<file path="src/rtl/pc_npc_unit_pkg.sv">
// Shared CPU definitions for the fetch-PC / next-PC unit: select and branch
// encodings, default vectors and the redirect-buffer state codes.
package pc_npc_unit_pkg;

  localparam logic [31:0] RESET_PC_DEFAULT   = 32'h0000_3000;
  localparam logic [31:0] EXC_VEC_DEFAULT    = 32'h0000_4180;
  localparam logic [31:0] IMEM_BASE_DEFAULT  = 32'h0000_3000;
  localparam logic [31:0] IMEM_BYTES_DEFAULT = 32'h0000_4000;

  typedef enum logic [1:0] {
    NPC_ADD4   = 2'b00,
    NPC_BRANCH = 2'b01,
    NPC_JUMP   = 2'b10,
    NPC_JR     = 2'b11
  } npc_sel_e;

  typedef enum logic [2:0] {
    BR_BEQ  = 3'b000,
    BR_BNE  = 3'b001,
    BR_BLEZ = 3'b010,
    BR_BGTZ = 3'b011,
    BR_BLTZ = 3'b100,
    BR_BGEZ = 3'b101
  } br_op_e;

  // Redirect buffer: IDLE, or HELD while a resolved target waits for imem_ready.
  localparam logic [0:0] ST_IDLE = 1'b0;
  localparam logic [0:0] ST_HELD = 1'b1;

endpackage

</file>
<file path="src/rtl/pc_npc_unit_branch_cmp.sv">
// Combinational branch-condition evaluator: equality compares of rs/rt and
// signed compares of rs against zero. Reserved opcodes never take.
module branch_cmp
  import pc_npc_unit_pkg::*;
#(
  parameter int ADDR_W = 32
) (
  input  logic [2:0]        br_op,
  input  logic [ADDR_W-1:0] rs,
  input  logic [ADDR_W-1:0] rt,
  output logic              cond
);

  logic rs_neg;
  logic rs_zero;

  assign rs_neg  = rs[ADDR_W-1];
  assign rs_zero = (rs == '0);

  // NOTE: every signal written in always_comb gets a default first, so no
  // path through the block leaves it unassigned and no latch is inferred.
  always_comb begin
    cond = 1'b0;
    case (br_op)
      BR_BEQ:  cond = (rs == rt);
      BR_BNE:  cond = (rs != rt);
      BR_BLEZ: cond = rs_neg | rs_zero;
      BR_BGTZ: cond = ~rs_neg & ~rs_zero;
      BR_BLTZ: cond = rs_neg;
      BR_BGEZ: cond = ~rs_neg;
      default: cond = 1'b0;
    endcase
  end

endmodule

</file>
<file path="src/rtl/pc_npc_unit.sv">
// Fetch PC register and next-PC selection with a one-entry redirect buffer
// that holds a resolved branch/jump target while instruction memory is busy.
module pc_npc_unit
  import pc_npc_unit_pkg::*;
#(
  parameter int                ADDR_W     = 32,
  parameter logic [ADDR_W-1:0] RESET_PC   = ADDR_W'(RESET_PC_DEFAULT),
  parameter logic [ADDR_W-1:0] EXC_VEC    = ADDR_W'(EXC_VEC_DEFAULT),
  parameter logic [ADDR_W-1:0] IMEM_BASE  = ADDR_W'(IMEM_BASE_DEFAULT),
  parameter logic [ADDR_W-1:0] IMEM_BYTES = ADDR_W'(IMEM_BYTES_DEFAULT)
) (
  input  logic              clk,
  input  logic              reset,
  input  logic              stall,
  input  logic              imem_ready,
  input  logic [1:0]        d_npc_sel,
  input  logic [2:0]        d_br_op,
  input  logic [ADDR_W-1:0] d_rs,
  input  logic [ADDR_W-1:0] d_rt,
  input  logic [ADDR_W-1:0] d_pc4,
  input  logic [15:0]       d_imm16,
  input  logic [25:0]       d_imm26,
  input  logic              exc_req,
  input  logic              eret_req,
  input  logic [ADDR_W-1:0] epc,
  output logic [ADDR_W-1:0] f_pc,
  output logic              f_adel,
  output logic              d_taken,
  output logic              redirect_pending
);

  // One extra bit so BASE+BYTES at the top of the address space cannot wrap.
  localparam logic [ADDR_W:0] IMEM_LIMIT = {1'b0, IMEM_BASE} + {1'b0, IMEM_BYTES};

  logic [0:0]        state, state_next;
  logic [ADDR_W-1:0] pend_tgt, pend_next;
  logic [ADDR_W-1:0] f_pc_next;
  logic [ADDR_W-1:0] br_off;
  logic [ADDR_W-1:0] br_tgt;
  logic [ADDR_W-1:0] j_tgt;
  logic [ADDR_W-1:0] d_target;
  logic              br_cond;

  branch_cmp #(
    .ADDR_W (ADDR_W)
  ) u_branch_cmp (
    .br_op (d_br_op),
    .rs    (d_rs),
    .rt    (d_rt),
    .cond  (br_cond)
  );

  assign br_off = {{(ADDR_W-18){d_imm16[15]}}, d_imm16, 2'b00};
  assign br_tgt = d_pc4 + br_off;

  // Upper bits of the jump target come from the delay-slot PC; the low 28
  // bits are replaced, which also covers ADDR_W == 28.
  always_comb begin
    j_tgt       = d_pc4;
    j_tgt[27:0] = {d_imm26, 2'b00};
  end

  always_comb begin
    d_target = br_tgt;
    case (d_npc_sel)
      NPC_JUMP: d_target = j_tgt;
      NPC_JR:   d_target = d_rs;
      default:  d_target = br_tgt;
    endcase
  end

  assign d_taken = (d_npc_sel == NPC_JUMP) || (d_npc_sel == NPC_JR) ||
                   ((d_npc_sel == NPC_BRANCH) && br_cond);

  always_comb begin
    f_pc_next  = f_pc + ADDR_W'(4);
    state_next = state;
    pend_next  = pend_tgt;
    if (exc_req) begin
      f_pc_next  = EXC_VEC;
      state_next = ST_IDLE;
    end else if (eret_req) begin
      f_pc_next  = epc;
      state_next = ST_IDLE;
    end else if ((state == ST_HELD) && imem_ready) begin
      f_pc_next  = pend_tgt;
      state_next = ST_IDLE;
    end else if (stall || !imem_ready) begin
      f_pc_next = f_pc;
      // A stalled D stage recomputes its redirect later, so only an
      // unstalled redirect blocked by memory is captured.
      if ((state == ST_IDLE) && d_taken && !stall) begin
        state_next = ST_HELD;
        pend_next  = d_target;
      end
    end else if (d_taken) begin
      f_pc_next = d_target;
    end
  end

  // NOTE: sequential state uses non-blocking assignments so every register
  // samples pre-edge values regardless of statement order.
  always_ff @(posedge clk) begin
    if (reset) begin
      f_pc     <= RESET_PC;
      state    <= ST_IDLE;
      pend_tgt <= '0;
    end else begin
      f_pc     <= f_pc_next;
      state    <= state_next;
      pend_tgt <= pend_next;
    end
  end

  assign redirect_pending = (state == ST_HELD);

  assign f_adel = (f_pc[1:0] != 2'b00) || (f_pc < IMEM_BASE) ||
                  ({1'b0, f_pc} >= IMEM_LIMIT);

endmodule

</file>
<file path="config.mk">
export PLATFORM = sky130hd
export DESIGN_NAME = pc_npc_unit
export DESIGN_NICKNAME = d
export VERILOG_FILES = /design/src/rtl/pc_npc_unit_pkg.sv /design/src/rtl/pc_npc_unit_branch_cmp.sv /design/src/rtl/pc_npc_unit.sv
export SDC_FILE = /design/constraint.sdc
export NUM_CORES = 1
export LEC_CHECK = 0
export ABC_AREA = 1
export BUFFER_PORTS_ARGS = -buffer_cell sky130_fd_sc_hd__buf_2
export CAP_MARGIN = 20
export CELL_PAD_IN_SITES_DETAIL_PLACEMENT = 0
export CELL_PAD_IN_SITES_GLOBAL_PLACEMENT = 1
export CORE_UTILIZATION = 35
export CTS_CLUSTER_DIAMETER = 200
export DETAILED_ROUTE_END_ITERATION = 7
export GPL_TIMING_DRIVEN = 1
export PLACE_DENSITY_LB_ADDON = 0.1
export SETUP_SLACK_MARGIN = 0.2
export SYNTH_ARGS = -nofsm -noshare
export SYNTH_HDL_FRONTEND = slang
export SYNTH_SLANG_ARGS = --single-unit
</file>
<file path="constraint.sdc">
create_clock -name clk -period 3.2 [get_ports clk]
set_clock_uncertainty 0.2 [all_clocks]
set_input_delay 0.48 -clock clk [delete_from_list [all_inputs] [get_ports clk]]
set_output_delay 0.48 -clock clk [all_outputs]
set_load 0.01 [all_outputs]
</file>
==> results of run 1 <==
-- power groups by stage --
| stage | clock [W] | sequential [W] | combinational (W) |
|---|---|---|---|
| after floorplan | 0 | 0.000906 | 0.000646 |
| after global placement | 0 | 0.000907 | 0.00108 |
| after detailed placement | 0 | 0.000907 | 0.00108 |
| after CTS | 0.00121 | 0.000889 | 0.00108 |
| after global routing | 0.00125 | 0.000894 | 0.00122 |
| final | 0.00120 | 0.000889 | 0.00109 |
-- logic make-up after synthesis --
family,Yosys count
XOR/XNOR,50
AO/OA/AOI/OAI,274
AND/OR/NAND/NOR,636
buffers and inverters,217
adder cells (fa/ha/maj),32
flip-flops,65
-- cell usage in the layout (no fill, tap or decap), types with 9 or more instances in the layout --
| cell | instances |
|---|---|
| dfxtp_1 | 65 |
| nor3_1 | 21 |
| o21ai_1 | 18 |
| nand2_1 | 338 |
| buf_2 | 215 |
| nor2_1 | 115 |
| o21ai_0 | 96 |
| nand3_1 | 103 |
| xnor2_1 | 26 |
| clkbuf_16 | 9 |
| inv_1 | 168 |
| ha_1 | 31 |
| buf_4 | 31 |
| nand4_1 | 23 |
| xor2_1 | 24 |
| a21oi_1 | 128 |
-- worst max path at each step --
| stage | endpoint | slack [ns] | cells past startpoint |
|---|---|---|---|
| finish | f_pc[31] | 0.43 | 17 |
| global route | f_pc[30] | 0.14 | 18 |
| CTS | f_pc[30] | 0.39 | 18 |
| detailed placement | f_pc[30] | 0.04 | 18 |
| global placement | f_pc[28] | 0.05 | 20 |
| floorplan | f_pc[28] | 0.61 | 19 |
-- sequential cells by signal, indices dropped and copies added (netlist names), named ones only --
register          cells
pend_tgt             32
f_pc                 30
redirect_pending      1
-- through the flow --
stage	util, %	hold WS [ns]
4_1_cts	44.5	0.185
3_3_place_gp	42.7	0.246
3_5_place_dp	42.7	0.248
6_report	44.6	0.191
5_1_grt	44.5	0.191
2_1_floorplan	-	0.229
-- worst register-to-register path, delay by kind of cell (launching register included) --
kind / cells / cell delay, ns
AO/OA/AOI/OAI: 1 / 0.05
adder cells (fa/ha/maj): 1 / 0.24
AND/OR/NAND/NOR: 11 / 1.51
flip-flops: 1 / 0.41
buffers and inverters: 1 / 0.07
XOR/XNOR: 1 / 0.16
-- layout make-up --
type                       count  area [um2]  area share (%)
clock buffer                  12         256            2.84
antenna                        2        5.00          0.0553
tap                          270         338            3.73
sequential                    65        1300            14.4
multi-input combinational    992        5080            56.2
clock inverter                 4        98.8            1.09
inverter                     175         658            7.27
timing repair buffer         246        1310            14.5
-- layer usage --
layer,GRT usage [%],share of wire (%)
met1,40.4,48
met2,45.7,43
met3,4.92,6.6
met4,5.95,1.5
met5,0,0.033
==> flow_metrics.env, run 1 <==
export IMPL_wirelength_um=30500
export IMPL_netlist_area_leader_share_pct=18.0
export IMPL_critPathLaunchType="primary input"
export IMPL_slowest_delay_ns=0.41
export IMPL_p_per_area_nw_per_um2=352
export IMPL_power_frac_comb_pct=34.4
export IMPL_stdcell_count=1766
export IMPL_fin_crit_ns=2.77
export IMPL_cts_root_buf="clkbuf_16"
export IMPL_peakVddDrop_uv=269
export IMPL_p_int_w=0.00206
export IMPL_power_leakage_nw=4.56
export IMPL_yosysWarnings=0
export IMPL_syn_num_nets=1487
export IMPL_worst_path_buf_inv=4
export IMPL_post_place_ws_ns=0.0450
export IMPL_synth_xor_area_share_pct=6.04
export IMPL_cpMaxStageDelayCell="ha_1"
export IMPL_cts_max_path_buffers=2
export IMPL_io_pin_count=216
export IMPL_drc_errors=0
export IMPL_yosysSeqAreaShare_pct=18.0
export IMPL_crit_chain="buf_2 > ha_1 > nand2_1 > nor2_2 > nand2_1 > inv_1 > nand4_1 > nand3_1 > nand2_1 > inv_1 > nor2_1 > nand2_1 > nand2_1 > o21ai_0 > buf_4 > o21ai_1 > a21oi_1"
export IMPL_synthArstFlopShare_pct=0
export IMPL_synth_compound_area_share_pct=20.4
export IMPL_synth_area_leaders="dfxtp_1, nand2_1, a21oi_1, inv_1, nand3_1"
export IMPL_p_clk_share_pct=37.7
export IMPL_num_rows=52
export IMPL_cts_resized=0
export IMPL_core_area_um2=20300
export IMPL_vias=9079
export IMPL_reg2reg_depth=15
export IMPL_min_delay_start="reset"
export IMPL_hold_end="f_pc[12]"
export IMPL_hp_class="primary input to register"
export IMPL_grt_pass1_wl_um=47400
export IMPL_final_area_um2=9050
export IMPL_avgSynthCellArea_um2=5.69
export IMPL_status="finished, final reports clean"
export IMPL_ys_types=45
export IMPL_fin_setup_tns_ns=0
export IMPL_finalWeightedCongestion=0.947
export IMPL_drive_above_1_share_pct=19.6
export IMPL_reg2reg_slack_ns=0.47
export IMPL_drtAntennaViolNets=0
export IMPL_syn_inst=1274
export IMPL_finalHoldViolations=0
export IMPL_dpl_cell_area_um2=8670
export IMPL_period_share_pct=86.5
export IMPL_rr_endpoint="f_pc[26]"
export IMPL_hold_depth=3
export IMPL_globalRouteTotalUtil_pct=28.7
export IMPL_seq_power_share_pct=27.9
export IMPL_grt_max_degree=36
export IMPL_n_fill_cell=2318
export IMPL_switching_power_w=0.00112
export IMPL_drt_iter0_drc=739
export IMPL_cts_setup_buffers=0
export IMPL_grt_overflow=0
export IMPL_path_clk_slew_ns=0.06
export IMPL_dp_hpwl_um=25100
export IMPL_syn_area_um2=7250
export IMPL_cpLargestDelayFamily="simple AND/OR/NAND/NOR gates"
export IMPL_syn_to_final_growth_pct=24.8
export IMPL_crit_start="d_imm16[15]"
export IMPL_ys_flop_type="dfxtp_1"
export IMPL_die_w_um=146
export IMPL_grt_pass1_vias=8524
export IMPL_crit_top_cell="nand2_1"
export IMPL_nets=1702
export IMPL_avgViaCountPerCell=5.14
export IMPL_io_buffer_count=215
export IMPL_dr_pass1_iters=7
export IMPL_swShare_pct=35.3
export IMPL_ys_ff_latch=65
export IMPL_htreeDepth=3
export IMPL_synth_top_family_by_area="simple AND/OR/NAND/NOR gates"
export IMPL_numCtsBuffers=9
export IMPL_cts_num_sinks=65
export IMPL_cts_hold_buffers=0
export IMPL_design_die_area_um2=21300
export IMPL_slew_viol_final=0
export IMPL_tightest_slew_ns=0.616
export IMPL_rsz0062_at_grt="true"
export IMPL_synth_simple_area_share_pct=37.8
export IMPL_dp_cells=1748
export IMPL_cp_data_arrival_time_ns=2.84
export IMPL_synth_most_common_cell="nand2_1"
export IMPL_cts_tree="done"
export IMPL_wire_per_inst_um=17.3
export IMPL_max_cap_violations=0
export IMPL_die_h_um=146
export IMPL_setup_ws_ns=0.432
export IMPL_synth_adder_area_share_pct=5.63
export IMPL_synth_edf_count=0
export IMPL_synth_largest_area_cell="dfxtp_1"
export IMPL_crit_path_end_kind="register"
export IMPL_initial_core_util_pct=35.7
export IMPL_worstPathRequired_ns=3.27
export IMPL_fin_total_pwr_w=0.00318
export IMPL_clk_insertion_delay_late_ns=0.34
export IMPL_setup_violations=0
export IMPL_crit_type="primary input to register"
export IMPL_slew_headroom_pct=58.6
export IMPL_fmax_ghz=0.361
export IMPL_reg2reg_from="f_pc[2]"
export IMPL_cp_max_fo=11
export IMPL_synth_commonest_cells="nand2_1, inv_1, a21oi_1"
export IMPL_synthMuxAreaShare_pct=0
export IMPL_antenna_found_initial=1
(Power assumes the default switching activity.)
==> run 2, diff against run 1 <==
Settings changed: ABC_AREA 1 to 0, CORE_UTILIZATION 35 to 37.
==> flow_metrics.env, run 2 <==
export IMPL_grt_overflow=0
export IMPL_ys_types=72
export IMPL_diodes=0
export IMPL_htreeDepth=3
export IMPL_crit_path_end_kind="output port"
export IMPL_power_leakage_nw=4.07
export IMPL_antenna_found_initial=0
export IMPL_slew_viol_final=0
export IMPL_nets=1365
export IMPL_syn_num_nets=1072
export IMPL_hold_slack_ns=0.205
export IMPL_grt_pass1_wl_um=40300
export IMPL_stdcell_count=1377
export IMPL_cts_max_path_buffers=2
export IMPL_synthArstFlopShare_pct=0
export IMPL_synth_most_common_cell="nand2_1"
export IMPL_critPathLaunchType="primary input"
export IMPL_max_cap_violations=0
export IMPL_n_fill_cell=1712
export IMPL_num_rows=47
export IMPL_tightest_slew_ns=0.599
export IMPL_peakVddDrop_uv=271
export IMPL_drive_above_1_share_pct=34.3
export IMPL_die_h_um=134
export IMPL_worstPathRequired_ns=2.52
export IMPL_netlist_area_leader_share_pct=20.3
export IMPL_syn_area_um2=6410
export IMPL_avgSynthCellArea_um2=7.46
export IMPL_cts_tree="done"
export IMPL_fin_setup_tns_ns=0
export IMPL_wire_per_inst_um=19.3
export IMPL_use_met3_pct=3.46
export IMPL_yosysSeqAreaShare_pct=20.3
export IMPL_period_share_pct=91.7
export IMPL_fin_total_pwr_w=0.00305
export IMPL_reg2reg_from="f_pc[6]"
export IMPL_ys_flop_type="dfxtp_1"
export IMPL_drc_errors=0
export IMPL_design_die_area_um2=17900
export IMPL_core_area_um2=16800
export IMPL_synth_commonest_cells="nand2_1, nor2_1, dfxtp_1"
export IMPL_synth_area_leaders="dfxtp_1, xor2_1, ha_1, nand2_1, nor2_1"
export IMPL_cts_root_buf="clkbuf_16"
export IMPL_drt_iter0_drc=541
export IMPL_fin_crit_ns=2.93
export IMPL_crit_type="primary input to output port"
export IMPL_drtAntennaViolNets=0
export IMPL_synth_largest_area_cell="dfxtp_1"
export IMPL_dp_hpwl_um=21300
export IMPL_rsz0062_at_grt="true"
export IMPL_grt_pass1_vias=7218
export IMPL_finalHoldViolations=0
export IMPL_avgViaCountPerCell=5.58
export IMPL_grt_max_degree=39
export IMPL_finalWeightedCongestion=0.903
export IMPL_yosysWarnings=0
export IMPL_clk_insertion_delay_late_ns=0.34
export IMPL_grt_use_met2_pct=47.5
export IMPL_synth_edf_count=0
export IMPL_largest_reg_flops=32
export IMPL_io_pin_count=216
export IMPL_grt_busiest_layer="met2"
export IMPL_cts_num_sinks=65
export IMPL_fmax_ghz=0.341
export IMPL_syn_inst=859
export IMPL_layout_commonest_cell="buf_2"
export IMPL_die_w_um=134
export IMPL_cp_max_fo=3
export IMPL_path_clk_slew_ns=0.06
export IMPL_final_cell_mix="buf_2, buf_4, nand2_1"
export IMPL_hp_class="primary input to register"
export IMPL_dpl_cell_area_um2=8390
export IMPL_grt_util_met1_pct=41.0
export IMPL_numCtsBuffers=9
export IMPL_status="finished, final reports clean"
export IMPL_top_register="pend_tgt"
export IMPL_vias=7689
export IMPL_ys_ff_latch=65
export IMPL_p_per_area_nw_per_um2=337
export IMPL_syn_to_final_growth_pct=41.1
export IMPL_globalRouteTotalUtil_pct=29.4
export IMPL_final_area_um2=9050
export IMPL_crit_start="d_rs[28]"
export IMPL_io_buffer_count=215
export IMPL_slew_headroom_pct=59.8
export IMPL_initial_core_util_pct=38.2
export IMPL_cp_data_arrival_time_ns=2.25
export IMPL_min_delay_start="imem_ready"
export IMPL_wirelength_um=26600
export IMPL_dr_pass1_iters=5
export IMPL_dp_cells=1354
export IMPL_setup_violations=0
==> run 2: changes by cell type in the layout (fill, tap and decap cells not counted), sizes merged, moves of 14 or more <==
| cell | before | now |
|---|---|---|
| nor2 | 121 | 82 |
| xor2 | 24 | 52 |
| a21oi | 128 | 57 |
| o211ai | 4 | 22 |
| nand2 | 342 | 93 |
| buf | 246 | 327 |
| a21o | 2 | 21 |
| nand2b | 0 | 14 |
| o21ai | 115 | 46 |
| a211oi | 3 | 22 |
| nor4 | 7 | 23 |
| inv | 172 | 22 |
| mux2i | 0 | 28 |
| nand3 | 106 | 13 |
==> run 2: path summary, 6_finish.rpt <==
path,endpoint,slack (ns),cells past startpoint
worst max-delay path,d_taken,0.27,9
worst min-delay path,redirect_pending,0.21,2
worst max register to register,f_pc[29],0.42,9
worst min register to register,pend_tgt[3],0.25,2
==> run 2: report_power, final <==
part | total (W) | switching [W] | internal [W]
clock network | 0.000925 | 0.000363 | 0.000563
logic | 0.00123 | 0.000659 | 0.000567
registers | 0.000896 | 0.0000472 | 0.000849
==> run 2: timing repair <==
| item | 4_1_cts | 5_1_grt |
|---|---|---|
| pin swaps | 6 | 23 |
| buffers inserted | 3 | 3 |
| gates cloned | 0 | 1 |
| gates resized for setup | 10 | 50 |
| setup endpoints to repair | 6 | 46 |
| hold buffers | 0 | 0 |
==> run 2: critical path: stages <==
cell     delay (ns)
buf_2          0.16
nor4_1         0.33
nand4_1        0.21
o41a_1         0.37
a41oi_2        0.21
and2_4         0.22
inv_8          0.05
buf_6          0.11
buf_6          0.11
==> run 2: final cells by class <==
class                           count  area, um2  share of cell area [%]
Multi-Input combinational cell    724       5060                    56.0
Clock inverter                      3       15.0                   0.166
Tap cell                          220        275                    3.04
Inverter                           23       93.8                    1.04
Timing Repair Buffer              329       2040                    22.5
Clock buffer                       13        260                    2.88
Sequential cell                    65       1300                    14.4
==> run 2: logic make-up (layout without fill, tap and decap cells) <==
| kind of cell | count (synthesis) | after routing | share of synthesized area (%) |
|---|---|---|---|
| adder cells (fa/ha/maj) | 32 | 32 | 6.36 |
| multiplexers | 34 | 34 | 5.43 |
| buffers and inverters | 70 | 368 | 4.90 |
| XOR/XNOR | 81 | 81 | 11.1 |
| flip-flops | 65 | 65 | 20.3 |
| AO/OA/AOI/OAI | 268 | 268 | 28.9 |
| AND/OR/NAND/NOR | 309 | 309 | 23.0 |
==> run 2: metal layers <==
metal	wire (um)	share of wire, %
met4	469	1.8
met2	12200	46
met5	0	0
met3	1730	6.5
met1	12200	46
==> run 2: metrics by stage <==
step	utilization [%]	setup WS, ns
floorplan	-	0.205
global placement	50.0	-0.157
detailed placement	50.0	-0.185
CTS	52.1	0.151
global route	54.0	0.177
finish	54.0	0.267
